File: src/rtl/slot_alloc6_pkg.sv
// Shared types and helpers for the six-entry slot allocator.
// Latency: n/a (types, constants and a combinational popcount only).
// Backpressure: n/a.
// Contents: slot_id_t (3-bit slot index), SLOT_NONE (encoder "no free slot"), popcnt6().
package slot_alloc6_pkg;

  typedef logic [2:0] slot_id_t;

  localparam slot_id_t SLOT_NONE = 3'd7;

  function automatic logic [2:0] popcnt6(input logic [5:0] v);
    logic [2:0] c;
    c = 3'd0;
    for (int i = 0; i < 6; i++) begin
      c = c + 3'(v[i]);
    end
    return c;
  endfunction

endpackage

File: src/rtl/slot_alloc6_if.sv
// Allocation / free / status bundle between slot_alloc6 and its clients.
// Latency: n/a (wires only).
// Backpressure: alloc_rdy_i stalls the offered slot; the free port has no backpressure.
// Ports: master = allocator side (drives alloc_v_o/alloc_id_o/free_map_o/free_cnt_o/err_o),
//        slave  = client side (drives alloc_rdy_i/free_v_i/free_id_i).
interface slot_alloc6_if;
  import slot_alloc6_pkg::*;

  logic       alloc_v_o;
  slot_id_t   alloc_id_o;
  logic       alloc_rdy_i;
  logic       free_v_i;
  slot_id_t   free_id_i;
  logic [5:0] free_map_o;
  logic [2:0] free_cnt_o;
  logic       err_o;

  modport master (
    output alloc_v_o, alloc_id_o, free_map_o, free_cnt_o, err_o,
    input  alloc_rdy_i, free_v_i, free_id_i
  );

  modport slave (
    input  alloc_v_o, alloc_id_o, free_map_o, free_cnt_o, err_o,
    output alloc_rdy_i, free_v_i, free_id_i
  );

endinterface

File: src/rtl/slot_alloc6_ffo6.sv
// ffo6: find-first-one encoder over a 6-bit map, highest set index wins.
// Latency: combinational.
// Backpressure: n/a.
// Ports: vec (6-bit map in), idx (index of highest set bit, SLOT_NONE when vec is zero).
module ffo6
  import slot_alloc6_pkg::*;
(
  input  logic [5:0] vec,
  output slot_id_t   idx
);

  // Ascending scan: the last hit overwrites earlier ones, so the highest index wins.
  always_comb begin
    idx = SLOT_NONE;
    for (int i = 0; i < 6; i++) begin
      if (vec[i]) idx = 3'(i);
    end
  end

endmodule

File: src/rtl/slot_alloc6.sv
// slot_alloc6: six-entry free-list manager; pre-loads the next free slot into a valid/ready output register.
// Latency: 1 cycle from reset release to first offer; a freed slot reappears 2 cycles later when the output is empty.
// Backpressure: alloc_rdy_i low holds alloc_id_o stable; frees are always taken (illegal ones set sticky err_o).
// Ports: clk_i, rst_ni (sync active-low), flush_i (sync clear-all), bus (slot_alloc6_if.master).
// Build option: SLOT_ALLOC_ROTATE_EN selects round-robin pick (descending, wrap-around) instead of highest-free-first.
module slot_alloc6
  import slot_alloc6_pkg::*;
#(
  parameter int NSLOT = 6
) (
  input  logic          clk_i,
  input  logic          rst_ni,
  input  logic          flush_i,
  slot_alloc6_if.master bus
);

  localparam logic [5:0] VALID_MASK = 6'((1 << NSLOT) - 1);
  localparam slot_id_t   NSLOT_ID   = 3'(NSLOT);
  localparam logic [2:0] NSLOT_CNT  = 3'(NSLOT);

  logic       alloc_v_q;
  slot_id_t   alloc_id_q;
  logic [5:0] map_q;
  logic [2:0] cnt_q;
  logic       err_q;

  slot_id_t   sel;
  logic       load;
  logic       free_ok;
  logic       free_bad;
  logic [7:0] map_ext;
  logic [7:0] free_oh;
  logic [7:0] sel_oh;
  logic [5:0] map_d;

`ifdef SLOT_ALLOC_ROTATE_EN
  slot_id_t   last_id_q;
  logic [5:0] below_mask;
  slot_id_t   sel_lo;
  slot_id_t   sel_all;

  // Slots strictly below the last loaded ID; last_id=7 covers every slot.
  always_comb begin
    below_mask = 6'd0;
    for (int i = 0; i < 6; i++) begin
      below_mask[i] = (3'(i) < last_id_q);
    end
  end

  ffo6 u_ffo_lo  (.vec(map_q & below_mask), .idx(sel_lo));
  ffo6 u_ffo_all (.vec(map_q),              .idx(sel_all));

  assign sel = (sel_lo != SLOT_NONE) ? sel_lo : sel_all;
`else
  ffo6 u_ffo (.vec(map_q), .idx(sel));
`endif

  assign load = !alloc_v_q || bus.alloc_rdy_i;

  // Zero-extended map so IDs 6/7 index a defined (always-0) bit.
  assign map_ext = {2'b00, map_q};
  assign free_oh = 8'd1 << bus.free_id_i;
  assign sel_oh  = 8'd1 << sel;

  // A held (offered but not yet consumed) slot is still owned by the allocator.
  always_comb begin
    free_ok  = 1'b0;
    free_bad = 1'b0;
    if (bus.free_v_i) begin
      if ((bus.free_id_i >= NSLOT_ID) || map_ext[bus.free_id_i] ||
          (alloc_v_q && (alloc_id_q == bus.free_id_i))) begin
        free_bad = 1'b1;
      end else begin
        free_ok = 1'b1;
      end
    end
  end

  // Pick uses map_q only, so a slot freed this cycle is not eligible until next cycle.
  always_comb begin
    map_d = map_q;
    if (load && (sel != SLOT_NONE)) map_d = map_d & ~sel_oh[5:0];
    if (free_ok)                    map_d = map_d | free_oh[5:0];
    map_d = map_d & VALID_MASK;
  end

  always_ff @(posedge clk_i) begin
    if (!rst_ni || flush_i) begin
      alloc_v_q  <= 1'b0;
      alloc_id_q <= 3'd0;
      map_q      <= VALID_MASK;
      cnt_q      <= NSLOT_CNT;
      err_q      <= 1'b0;
    end else begin
      if (load) begin
        if (sel != SLOT_NONE) begin
          alloc_v_q  <= 1'b1;
          alloc_id_q <= sel;
        end else begin
          alloc_v_q  <= 1'b0;
        end
      end
      map_q <= map_d;
      cnt_q <= popcnt6(map_d);
      if (free_bad) err_q <= 1'b1;
    end
  end

`ifdef SLOT_ALLOC_ROTATE_EN
  always_ff @(posedge clk_i) begin
    if (!rst_ni || flush_i) begin
      last_id_q <= SLOT_NONE;
    end else if (load && (sel != SLOT_NONE)) begin
      last_id_q <= sel;
    end
  end
`endif

  assign bus.alloc_v_o  = alloc_v_q;
  assign bus.alloc_id_o = alloc_id_q;
  assign bus.free_map_o = map_q;
  assign bus.free_cnt_o = cnt_q;
  assign bus.err_o      = err_q;

endmodule

File: src/flat_wrapper.sv
// flat-port wrapper written by rule: the top's interface ports become plain ports
module slot_alloc6_flat import slot_alloc6_pkg::*;
#(
  parameter int NSLOT = 6
)
  (clk_i, rst_ni, flush_i, bus_alloc_v_o, bus_alloc_id_o, bus_free_map_o, bus_free_cnt_o, bus_err_o, bus_alloc_rdy_i, bus_free_v_i, bus_free_id_i);
  slot_alloc6_if bus_i ();
  input  logic clk_i;
  input  logic rst_ni;
  input  logic flush_i;
  output wire logic [$bits(bus_i.alloc_v_o)-1:0] bus_alloc_v_o;
  output wire logic [$bits(bus_i.alloc_id_o)-1:0] bus_alloc_id_o;
  output wire logic [$bits(bus_i.free_map_o)-1:0] bus_free_map_o;
  output wire logic [$bits(bus_i.free_cnt_o)-1:0] bus_free_cnt_o;
  output wire logic [$bits(bus_i.err_o)-1:0] bus_err_o;
  input wire logic [$bits(bus_i.alloc_rdy_i)-1:0] bus_alloc_rdy_i;
  input wire logic [$bits(bus_i.free_v_i)-1:0] bus_free_v_i;
  input wire logic [$bits(bus_i.free_id_i)-1:0] bus_free_id_i;
  assign bus_alloc_v_o = bus_i.alloc_v_o;
  assign bus_alloc_id_o = bus_i.alloc_id_o;
  assign bus_free_map_o = bus_i.free_map_o;
  assign bus_free_cnt_o = bus_i.free_cnt_o;
  assign bus_err_o = bus_i.err_o;
  assign bus_i.alloc_rdy_i = bus_alloc_rdy_i;
  assign bus_i.free_v_i = bus_free_v_i;
  assign bus_i.free_id_i = bus_free_id_i;
  slot_alloc6 #(.NSLOT(NSLOT)) u_core (.clk_i(clk_i), .rst_ni(rst_ni), .flush_i(flush_i), .bus(bus_i));
endmodule
File: config.mk
export PLATFORM = sky130hd
export DESIGN_NAME = slot_alloc6_flat
export DESIGN_NICKNAME = d
export VERILOG_FILES = /design/src/rtl/slot_alloc6_pkg.sv /design/src/rtl/slot_alloc6_if.sv /design/src/rtl/slot_alloc6_ffo6.sv /design/src/rtl/slot_alloc6.sv /design/src/flat_wrapper.sv
export SDC_FILE = /design/constraint.sdc
export NUM_CORES = 1
export LEC_CHECK = 0
export ABC_AREA = 1
export BUFFER_PORTS_ARGS = -buffer_cell sky130_fd_sc_hd__buf_2
export CAP_MARGIN = 10
export CORE_MARGIN = 2
export CORE_UTILIZATION = 55
export CTS_BUF_LIST = sky130_fd_sc_hd__clkbuf_4 sky130_fd_sc_hd__clkbuf_8 sky130_fd_sc_hd__clkbuf_16
export DETAILED_ROUTE_END_ITERATION = 10
export PLACE_DENSITY = 0.82
export SLEW_MARGIN = 15
export SYNTH_ARGS = -nofsm -noshare
export SYNTH_HDL_FRONTEND = slang
export SYNTH_SLANG_ARGS = --single-unit
File: constraint.sdc
create_clock -name clk_i -period 6.4 [get_ports clk_i]
set_input_delay 0.32 -clock clk_i [delete_from_list [all_inputs] [get_ports clk_i]]
set_output_delay 0.32 -clock clk_i [all_outputs]
set_load 0.02 [all_outputs]
==> results by group, run 1 <==
GRT
  • Initial antenna violation count: 0
  • Vias in the first global route: 993
  • GRT Resource Usage Total: 0.2660
  • Global-route wire length before repair: 4.015 mm
  • Largest net degree at the start of global routing: 9
  • GRT overflow: 0

Pwr
  • Pwr/cell area: 193.0 nW/µm²
  • Power share of the combinational group: 0.263
  • Leakage: 0.6063 nW
  • Sw power: 0.06775 mW
  • Clock power frac: 0.294
  • Internal power: 0.1469 mW
  • Sequential power share: 0.443
  • Max VDD drop: 0.1488 mV
  • Sw Ratio: 0.3156

Timing
  • Tcrit/Tclk final: 0.5287
  • Hold Vio Cnt, Final: 0
  • Clock skew: 0.9338 ps
  • Max_slew headroom: 0.6911
  • RSZ-0062 raised after global routing: no
  • Fin. max-slew vios: 0
  • Setup TNS: 0 ps
  • Final setup fails: 0
  • Least-Margin Pin Slew: 461.7 ps
  • Top achievable clock speed: 295.5 MHz
  • Min cycle time layout: 3384 ps

Setup path
  • Reg2Reg Setup Slack: 3020 ps
  • Crit path required time: 6570 ps
  • Worst reg2reg startpoint: u_core.bus.free_map_o[1]$_SDFF_PP1_
  • R2r endpoint: u_core.bus.free_cnt_o[1]$_SDFF_PP1_
  • Worst R2R Path Depth: 14
  • Crit path capture type: flip-flop
  • Arr. time, crit path: 3560 ps
  • Worst Path Class, Setup: reg2reg
  • Crit path max fanout: 7
  • Startpoint types: flip-flop

Clock tree
  • CTS sink cnt: 14
  • PostCTS Resize Cnt: 0
  • Root Buffer: clkbuf_4
  • Hold Buf Count CTS: 0
  • CTS tree: yes
  • CTS max path bufs: 2
  • TritonCTS Buffers: 3
  • Post-CTS Setup Bufs: 0
  • Skew-Pair Late Insertion Delay: 280 ps
  • # H-tree levels: 1
  • Clock Pin Slew Worst Setup and Hold Paths: 80 ps

Run status
  • Outcome: finished, final reports clean

Final layout
  • Layout cells sized above 1: 0.2247
  • Antenna Cells: 0
  • Synth-to-layout area growth: 15.31%
  • Fin nets: 191
  • Filler cell count: 157
  • Most frequent cells in the layout: nand2_1 (54), inv_1 (22), buf_2 (21), nor2_1 (17)
  • Post-Layout Cell Count: 195
  • Post-route cell area: 1112 µm²
  • Most common cell after layout, fill and taps aside: nand2_1

Floorplan
  • Die Y: 45.88 µm
  • FP Rows: 15
  • DIE AREA: 2105 µm²
  • Io pins: 22
  • Die X: 45.88 µm
  • CORE AREA: 1689 µm²
  • Initial Utilization: 0.5711

Worst hold path
  • Hold Path Sink: u_core.bus.free_map_o[0]$_SDFF_PP1_
  • Hold Crit Class: in2reg
  • Hold Path Origin: flush_i
  • WHS Path Cells: 3

Placed design
  • GPL Wtd Cong: 0.8540
  • Port Buffers: 21
  • Post-detail-place hpwl: 1.849 mm
  • Placed cell count: 191
  • Dpl cell area: 1076 µm²

Synthesis
  • Mapped Nets: 167
  • Distinct cells, synth: 21
  • Leading area contributor after synthesis: dfxtp_1
  • Post-Syn Area: 964.7 µm²
  • Post-Synthesis Cells: 155
  • YS warnings: 0
  • Post-synthesis sequential area ratio: 0.2905
  • #FFs+latches synth: 14
  • Synth top area share: 0.2905
  • Area contributors post-synth: dfxtp_1 (29%), nand2_1 (21%), inv_1 (8.6%), nand3_1 (7.3%), nor2_1 (6.6%)
  • Mean area per synthesized cell: 6.224 µm²

Route
  • Vias: 1037
  • Pre-Repair DR Iteration Count: 7
  • DRT antenna net count: 0
  • Initial DRC Count: 56
  • DR vias/cell: 5.318
  • # DRC: 0
  • Total Wirelength: 2.359 mm
  • Drt wl/cell: 12.10 µm

Job
  • Max-cap viol count: 0
## metrics by stage
stage	util	total power [mW]	hold WS [ps]	worst slack (ps)
after floorplan	-	0.1371	464.7	3175
after global placement	0.6370	0.1507	447.5	3055
after detailed placement	0.6370	0.1536	456.6	2965
after CTS	0.6585	0.2164	328.6	3022
after global routing	0.6585	0.2265	353.8	2812
final	0.6585	0.2147	332.4	3016
## synthesized netlist by cell type
cell	count
dfxtp_1	14
nand3_2	2
nand2_2	1
o21ai_0	2
nand4_1	1
buf_4	2
nor2_2	6
nand4_2	1
nand3_1	14
ha_1	1
a21oi_1	6
fa_1	3
o21ai_1	1
inv_1	22
a32oi_1	1
nor3_1	2
inv_2	2
nand2_1	54
nor2_4	1
nor2_1	17
or2_2	2
## cell families after synthesis
kind of cell,after synthesis,synth area share
DFF,14,0.2905
AOI/OAI and AO/OA,10,0.05577
buffers and inverters,26,0.1089
and+or+nand+nor,101,0.4695
adders and majority gates,4,0.07523
## power by group through the flow
stage	Combinational [mW]	Clock [mW]	Sequential [mW]
CTS	0.0571	0.0641	0.0951
global route	0.0639	0.0668	0.0959
floorplan	0.0343	0	0.103
detailed placement	0.0565	0	0.0972
finish	0.0565	0.0630	0.0952
global placement	0.0537	0	0.0970
## area by class of cell
class	count	area, µm²	share of cell area
inverters	24	90.09	0.08099
flip-flops and latches	14	280.3	0.2520
multi-input cells	115	579.3	0.5208
repair buffers	21	105.1	0.09449
clock buffers	4	36.28	0.03262
well taps	17	21.27	0.01912
## layer usage
layer,vias to the layer above,GRT usage,share of wire
met5,-,0,0
li1,523,-,-
met4,0,0.08571,0.018
met1,456,0.3236,0.41
met3,8,0.05159,0.065
met2,50,0.4639,0.50
## worst max-delay path by stage
stage	end	start	cells past startpoint	slack, ps
final	u_core.bus.free_cnt_o[1]$_SDFF_PP1_	u_core.bus.free_map_o[1]$_SDFF_PP1_	14	3020
after global routing	u_core.bus.free_cnt_o[1]$_SDFF_PP1_	u_core.bus.free_map_o[4]$_SDFF_PP1_	13	2810
after CTS	u_core.bus.free_cnt_o[1]$_SDFF_PP1_	u_core.bus.free_map_o[1]$_SDFF_PP1_	14	3020
after detailed placement	u_core.bus.free_cnt_o[1]$_SDFF_PP1_	bus_free_id_i[2]	15	2970
after global placement	u_core.bus.free_cnt_o[1]$_SDFF_PP1_	bus_free_id_i[0]	15	3060
after floorplan	u_core.bus.free_cnt_o[1]$_SDFF_PP1_	u_core.bus.free_map_o[1]$_SDFF_PP1_	14	3170
## sequential cells by signal (all words and copies together) (netlist names)
name / cells
u_core.bus.err_o: 1
u_core.bus.alloc_v_o: 1
u_core.bus.alloc_id_o: 3
u_core.bus.free_map_o: 6
u_core.bus.free_cnt_o: 3
## worst max-delay path, stage by stage (launching register included)
cell     delay, ps
dfxtp_1        450
inv_1           90
nand2_1        100
nand2_1         50
nor2_1          80
nand2_1         70
o21ai_1        170
inv_1           70
nand2_1         90
nand2_1         80
ha_1           320
fa_1           510
fa_1           440
fa_1           470
or2_2          300
Power figures use the tool's default switching activity.
==> run 2: changes to the inputs <==
--- a/config.mk
+++ b/config.mk
@@ -5,14 +5,14 @@
 export SDC_FILE = /design/constraint.sdc
 export NUM_CORES = 1
 export LEC_CHECK = 0
-export ABC_AREA = 1
+export ABC_AREA = 0
 export BUFFER_PORTS_ARGS = -buffer_cell sky130_fd_sc_hd__buf_2
 export CAP_MARGIN = 10
 export CORE_MARGIN = 2
-export CORE_UTILIZATION = 55
+export CORE_UTILIZATION = 45
 export CTS_BUF_LIST = sky130_fd_sc_hd__clkbuf_4 sky130_fd_sc_hd__clkbuf_8 sky130_fd_sc_hd__clkbuf_16
 export DETAILED_ROUTE_END_ITERATION = 10
-export PLACE_DENSITY = 0.82
+export PLACE_DENSITY = 0.74
 export SLEW_MARGIN = 15
 export SYNTH_ARGS = -nofsm -noshare
 export SYNTH_HDL_FRONTEND = slang
==> constraint.sdc (replaced) <==
create_clock -name clk_i -period 2.9 [get_ports clk_i]
set_input_delay 0.145 -clock clk_i [delete_from_list [all_inputs] [get_ports clk_i]]
set_output_delay 0.145 -clock clk_i [all_outputs]
set_load 0.02 [all_outputs]
==> run 2 against run 1 <==
Compared with the run above:
- design area stayed put
- routed wire length is 16% lower
- sequential share of layout area is 0.11 points higher
- die area is 3.9% higher
- register-to-register slack worse by 3000 ps
- utilization is 1.4 points lower
- via count is 27% lower
- largest cell class unchanged
==> results by group, run 2 <==
Run status
  • Outcome: finished, final reports clean (unchanged)

Clock tree
  • Hold Buf Count CTS: 0 (unchanged)
  • # H-tree levels: 1 (unchanged)
  • Clock Pin Slew Worst Setup and Hold Paths: 90 ps (was 80 ps)
  • Skew-Pair Late Insertion Delay: 300 ps (was 280 ps)
  • CTS tree: yes (unchanged)
  • CTS sink cnt: 14 (unchanged)
  • CTS max path bufs: 2 (unchanged)
  • Root Buffer: clkbuf_4 (unchanged)
  • TritonCTS Buffers: 3 (unchanged)

Final layout
  • Max reg flops: 6 (unchanged)
  • Fin util: 0.6442 (was 0.6585)
  • Synth-to-layout area growth: 35.11% (was 15.31%)
  • Layout cells sized above 1: 0.4444 (was 0.2247)
  • Most common cell after layout, fill and taps aside: buf_2 (was nand2_1)
  • Antenna Cells: 0 (unchanged)
  • Post-Layout Cell Count: 142 (was 195)
  • Fin nets: 130 (was 191)
  • Most frequent cells in the layout: buf_2 (21), dfxtp_1 (13), buf_4 (12), nand2_1 (10), inv_1 (5) (was nand2_1 (54), inv_1 (22), buf_2 (21), nor2_1 (17))
  • Post-route cell area: 1112 µm² (unchanged)

Setup path
  • Worst R2R Path Depth: 9 (was 14)
  • Startpoint types: flip-flop (unchanged)
  • Crit path top cell by count: fa_1 (was nand2_1)
  • R2r endpoint: u_core.bus.free_cnt_o[1]$_SDFF_PP1_ (unchanged)
  • Worst Path Class, Setup: reg2reg (unchanged)
  • Crit path depth: 9 (was 14)
  • Delay-heaviest family, CP: adder cells (unchanged)
  • Crit path required time: 3060 ps (was 6570 ps)
  • Buf/Inv on CP: 0 (was 2)
  • CP cell instances: nor2b_1, nand2b_4, o41ai_4, nand2_1, ha_1, fa_1, fa_2, fa_1, nand2b_1 (was inv_1, nand2_1, nand2_1, nor2_1, nand2_1, o21ai_1, inv_1, nand2_1, nand2_1, ha_1, fa_1, fa_1, fa_1, or2_2)
  • Worst reg2reg startpoint: u_core.bus.alloc_v_o$_SDFFE_PP0N_ (was u_core.bus.free_map_o[1]$_SDFF_PP1_)
  • Reg2Reg Setup Slack: 50 ps (was 3020 ps)
  • Crit path max fanout: 5 (was 7)
  • Crit path capture type: flip-flop (unchanged)
  • Setup crit start: u_core.bus.alloc_v_o$_SDFFE_PP0N_ (was u_core.bus.free_map_o[1]$_SDFF_PP1_)
  • Slowest stage delay, CP: 470 ps (was 510 ps)
  • Arr. time, crit path: 3020 ps (was 3560 ps)
  • Worst setup path end: u_core.bus.free_cnt_o[1]$_SDFF_PP1_ (unchanged)
  • Crit-path slowest cell: fa_1 (unchanged)

Synthesis
  • YS warnings: 0 (unchanged)
  • #FFs+latches synth: 14 (unchanged)
  • Ys async rst share: 0 (unchanged)
  • Post-synthesis sequential area ratio: 0.3404 (was 0.2905)
  • Area contributors post-synth: dfxtp_1 (34%), fa_1 (7.3%), nand2_1 (4.6%), a41oi_2 (4.0%), xnor2_2 (4.0%) (was dfxtp_1 (29%), nand2_1 (21%), inv_1 (8.6%), nand3_1 (7.3%), nor2_1 (6.6%))
  • Multiplexer area fraction after synthesis: 0.03040 (was 0)
  • Leading area contributor after synthesis: dfxtp_1 (unchanged)
  • Mapped Nets: 96 (was 167)
  • Top-count cell post-synth: dfxtp_1 (was nand2_1)
  • Synth top area share: 0.3404 (was 0.2905)
  • Largest family of logic cells by synthesized area: compound AO/OA/AOI/OAI gates (was simple AND/OR/NAND/NOR gates)
  • Xor/xnor share of the synthesized area: 0.05015 (was 0)
  • Synth Area in Adders: 0.08815 (was 0.07523)
  • Compound-cell area share of the yosys netlist: 0.2249 (was 0.05577)
  • Distinct cells, synth: 36 (was 21)
  • Post-Synth Simple-Gate Area: 0.2128 (was 0.4695)
  • Synth top cells by count: dfxtp_1 (14), nand2_1 (10), inv_1 (5), nand2b_1 (5) (was nand2_1 (54), inv_1 (22), nor2_1 (17))
  • Mean area per synthesized cell: 9.801 µm² (was 6.224 µm²)
  • EDFF count, synth: 0 (unchanged)
  • Most used flip-flop cell after synthesis: dfxtp_1 (unchanged)
  • Post-Synthesis Cells: 84 (was 155)
  • Post-Syn Area: 823.3 µm² (was 964.7 µm²)

Pwr
  • Max VDD drop: 0.2392 mV (was 0.1488 mV)
  • Pwr/cell area: 387.9 nW/µm² (was 193.0 nW/µm²)
  • Leakage: 0.4992 nW (was 0.6063 nW)

Timing
  • Fin. max-slew vios: 0 (unchanged)
  • Min cycle time layout: 2852 ps (was 3384 ps)
  • Tcrit/Tclk final: 0.9834 (was 0.5287)
  • RSZ-0062 raised after global routing: yes (was no)
  • Setup ws final: 48.12 ps (was 3016 ps)
  • Least-Margin Pin Slew: 902.6 ps (was 461.7 ps)
  • Final setup fails: 0 (unchanged)
  • Hold Vio Cnt, Final: 0 (unchanged)
  • Setup TNS: 0 ps (unchanged)
  • Max_slew headroom: 0.3970 (was 0.6911)
  • Clock skew: 3.431 ps (was 0.9338 ps)
  • Top achievable clock speed: 350.6 MHz (was 295.5 MHz)

Floorplan
  • FP Rows: 15 (unchanged)
  • Die X: 46.78 µm (was 45.88 µm)
  • Die Y: 46.78 µm (was 45.88 µm)
  • Initial Utilization: 0.4768 (was 0.5711)
  • Io pins: 22 (unchanged)
  • CORE AREA: 1727 µm² (was 1689 µm²)
  • DIE AREA: 2188 µm² (was 2105 µm²)

Job
  • Max-cap viol count: 0 (unchanged)

Placed design
  • Post-detail-place hpwl: 1.482 mm (was 1.849 mm)
  • Dpl cell area: 1036 µm² (was 1076 µm²)
  • Placed cell count: 137 (was 191)
  • Pre-CTS WS: -32.39 ps (was 2965 ps)
  • Port Buffers: 21 (unchanged)
  • GPL Wtd Cong: 0.9587 (was 0.8540)

GRT
  • Vias in the first global route: 720 (was 993)
  • GRT overflow: 0 (unchanged)
  • Global-route wire length before repair: 3.125 mm (was 4.015 mm)
  • Initial antenna violation count: 0 (unchanged)
  • GRT Resource Usage Total: 0.2050 (was 0.2660)
  • Largest net degree at the start of global routing: 15 (was 9)

Route
  • # DRC: 0 (unchanged)
  • Initial DRC Count: 26 (was 56)
  • DRT antenna net count: 0 (unchanged)
  • DR vias/cell: 5.324 (was 5.318)
  • Vias: 756 (was 1037)
  • Total Wirelength: 1.988 mm (was 2.359 mm)
  • Pre-Repair DR Iteration Count: 4 (was 7)
  • Drt wl/cell: 14.00 µm (was 12.10 µm)

Worst hold path
  • WHS Path Cells: 3 (unchanged)
  • Hold Crit Class: in2reg (unchanged)
## run 2: cell count changes after synthesis, sizes merged, moves of 2 or more
| cell | previous run | this run |
|---|---|---|
| a21oi | 6 | 3 |
| a41oi | 0 | 3 |
| and2 | 0 | 2 |
| inv | 24 | 5 |
| nand2 | 55 | 10 |
| nand2b | 0 | 5 |
| nand3 | 16 | 4 |
| nand4 | 2 | 0 |
| nor2 | 24 | 2 |
| nor2b | 0 | 4 |
| nor3 | 2 | 0 |
| o21ai | 3 | 5 |
| or2 | 2 | 0 |
| xnor2 | 0 | 3 |
## run 2: report_power, final
| part | total (mW) | internal [mW] | switching, mW |
|---|---|---|---|
| Combinational | 0.0776 | 0.0354 | 0.0422 |
| Clock | 0.150 | 0.0767 | 0.0731 |
| Sequential | 0.204 | 0.199 | 0.00463 |
| Total | 0.431 | 0.312 | 0.120 |
## run 2: cells by family after synthesis
family                     after synthesis
muxes                                    2
AOI/OAI and AO/OA                       22
and+or+nand+nor                         30
buffers and inverters                    9
xor gates and xnor gates                 3
DFF                                     14
adders and majority gates                4
## run 2: per-layer routing
metal,part of all wire,vias up,wire [µm],GRT usage
met4,0.022,0,44,0.1000
met2,0.48,30,963,0.3315
met1,0.45,355,892,0.2648
li1,-,366,-,-
met3,0.044,5,87,0.03462
met5,0,-,0,0
## run 2: how the worst min path moves through the flow
stage | from | end
6_report | bus_free_v_i | u_core.bus.err_o$_SDFFE_PP0P_
5_1_grt | bus_free_v_i | u_core.bus.err_o$_SDFFE_PP0P_
3_5_place_dp | bus_free_v_i | u_core.bus.err_o$_SDFFE_PP0P_
3_3_place_gp | bus_free_v_i | u_core.bus.err_o$_SDFFE_PP0P_
2_1_floorplan | flush_i | u_core.bus.free_map_o[5]$_SDFF_PP1_
4_1_cts | bus_free_v_i | u_core.bus.err_o$_SDFFE_PP0P_
## run 2: cell type report
cell class | count | area, µm²
Tap cell | 25 | 31.28
Timing Repair Buffer | 33 | 195.2
Multi-Input combinational cell | 61 | 549.3
Sequential cell | 14 | 281.5
Clock buffer | 4 | 36.28
Fill cell | 150 | 614.3
Inverter | 5 | 18.77
## run 2: what timing repair did
action | CTS | global route
buffers inserted | 0 | 1
resized for setup | 1 | 2
setup endpoints to repair | 1 | 1
pin swaps | 1 | 3
## run 2: worst min-delay path, stage by stage
cell     delay, ps
buf_2           90
o21ai_0         80
a21oi_1        100
## run 2: per-stage QoR
stage	hold slack, ps	power (mW)
floorplan	291.0	0.2569
global placement	452.7	0.2797
detailed placement	461.6	0.2819
CTS	164.9	0.4254
global route	187.1	0.4507
finish	158.9	0.4315
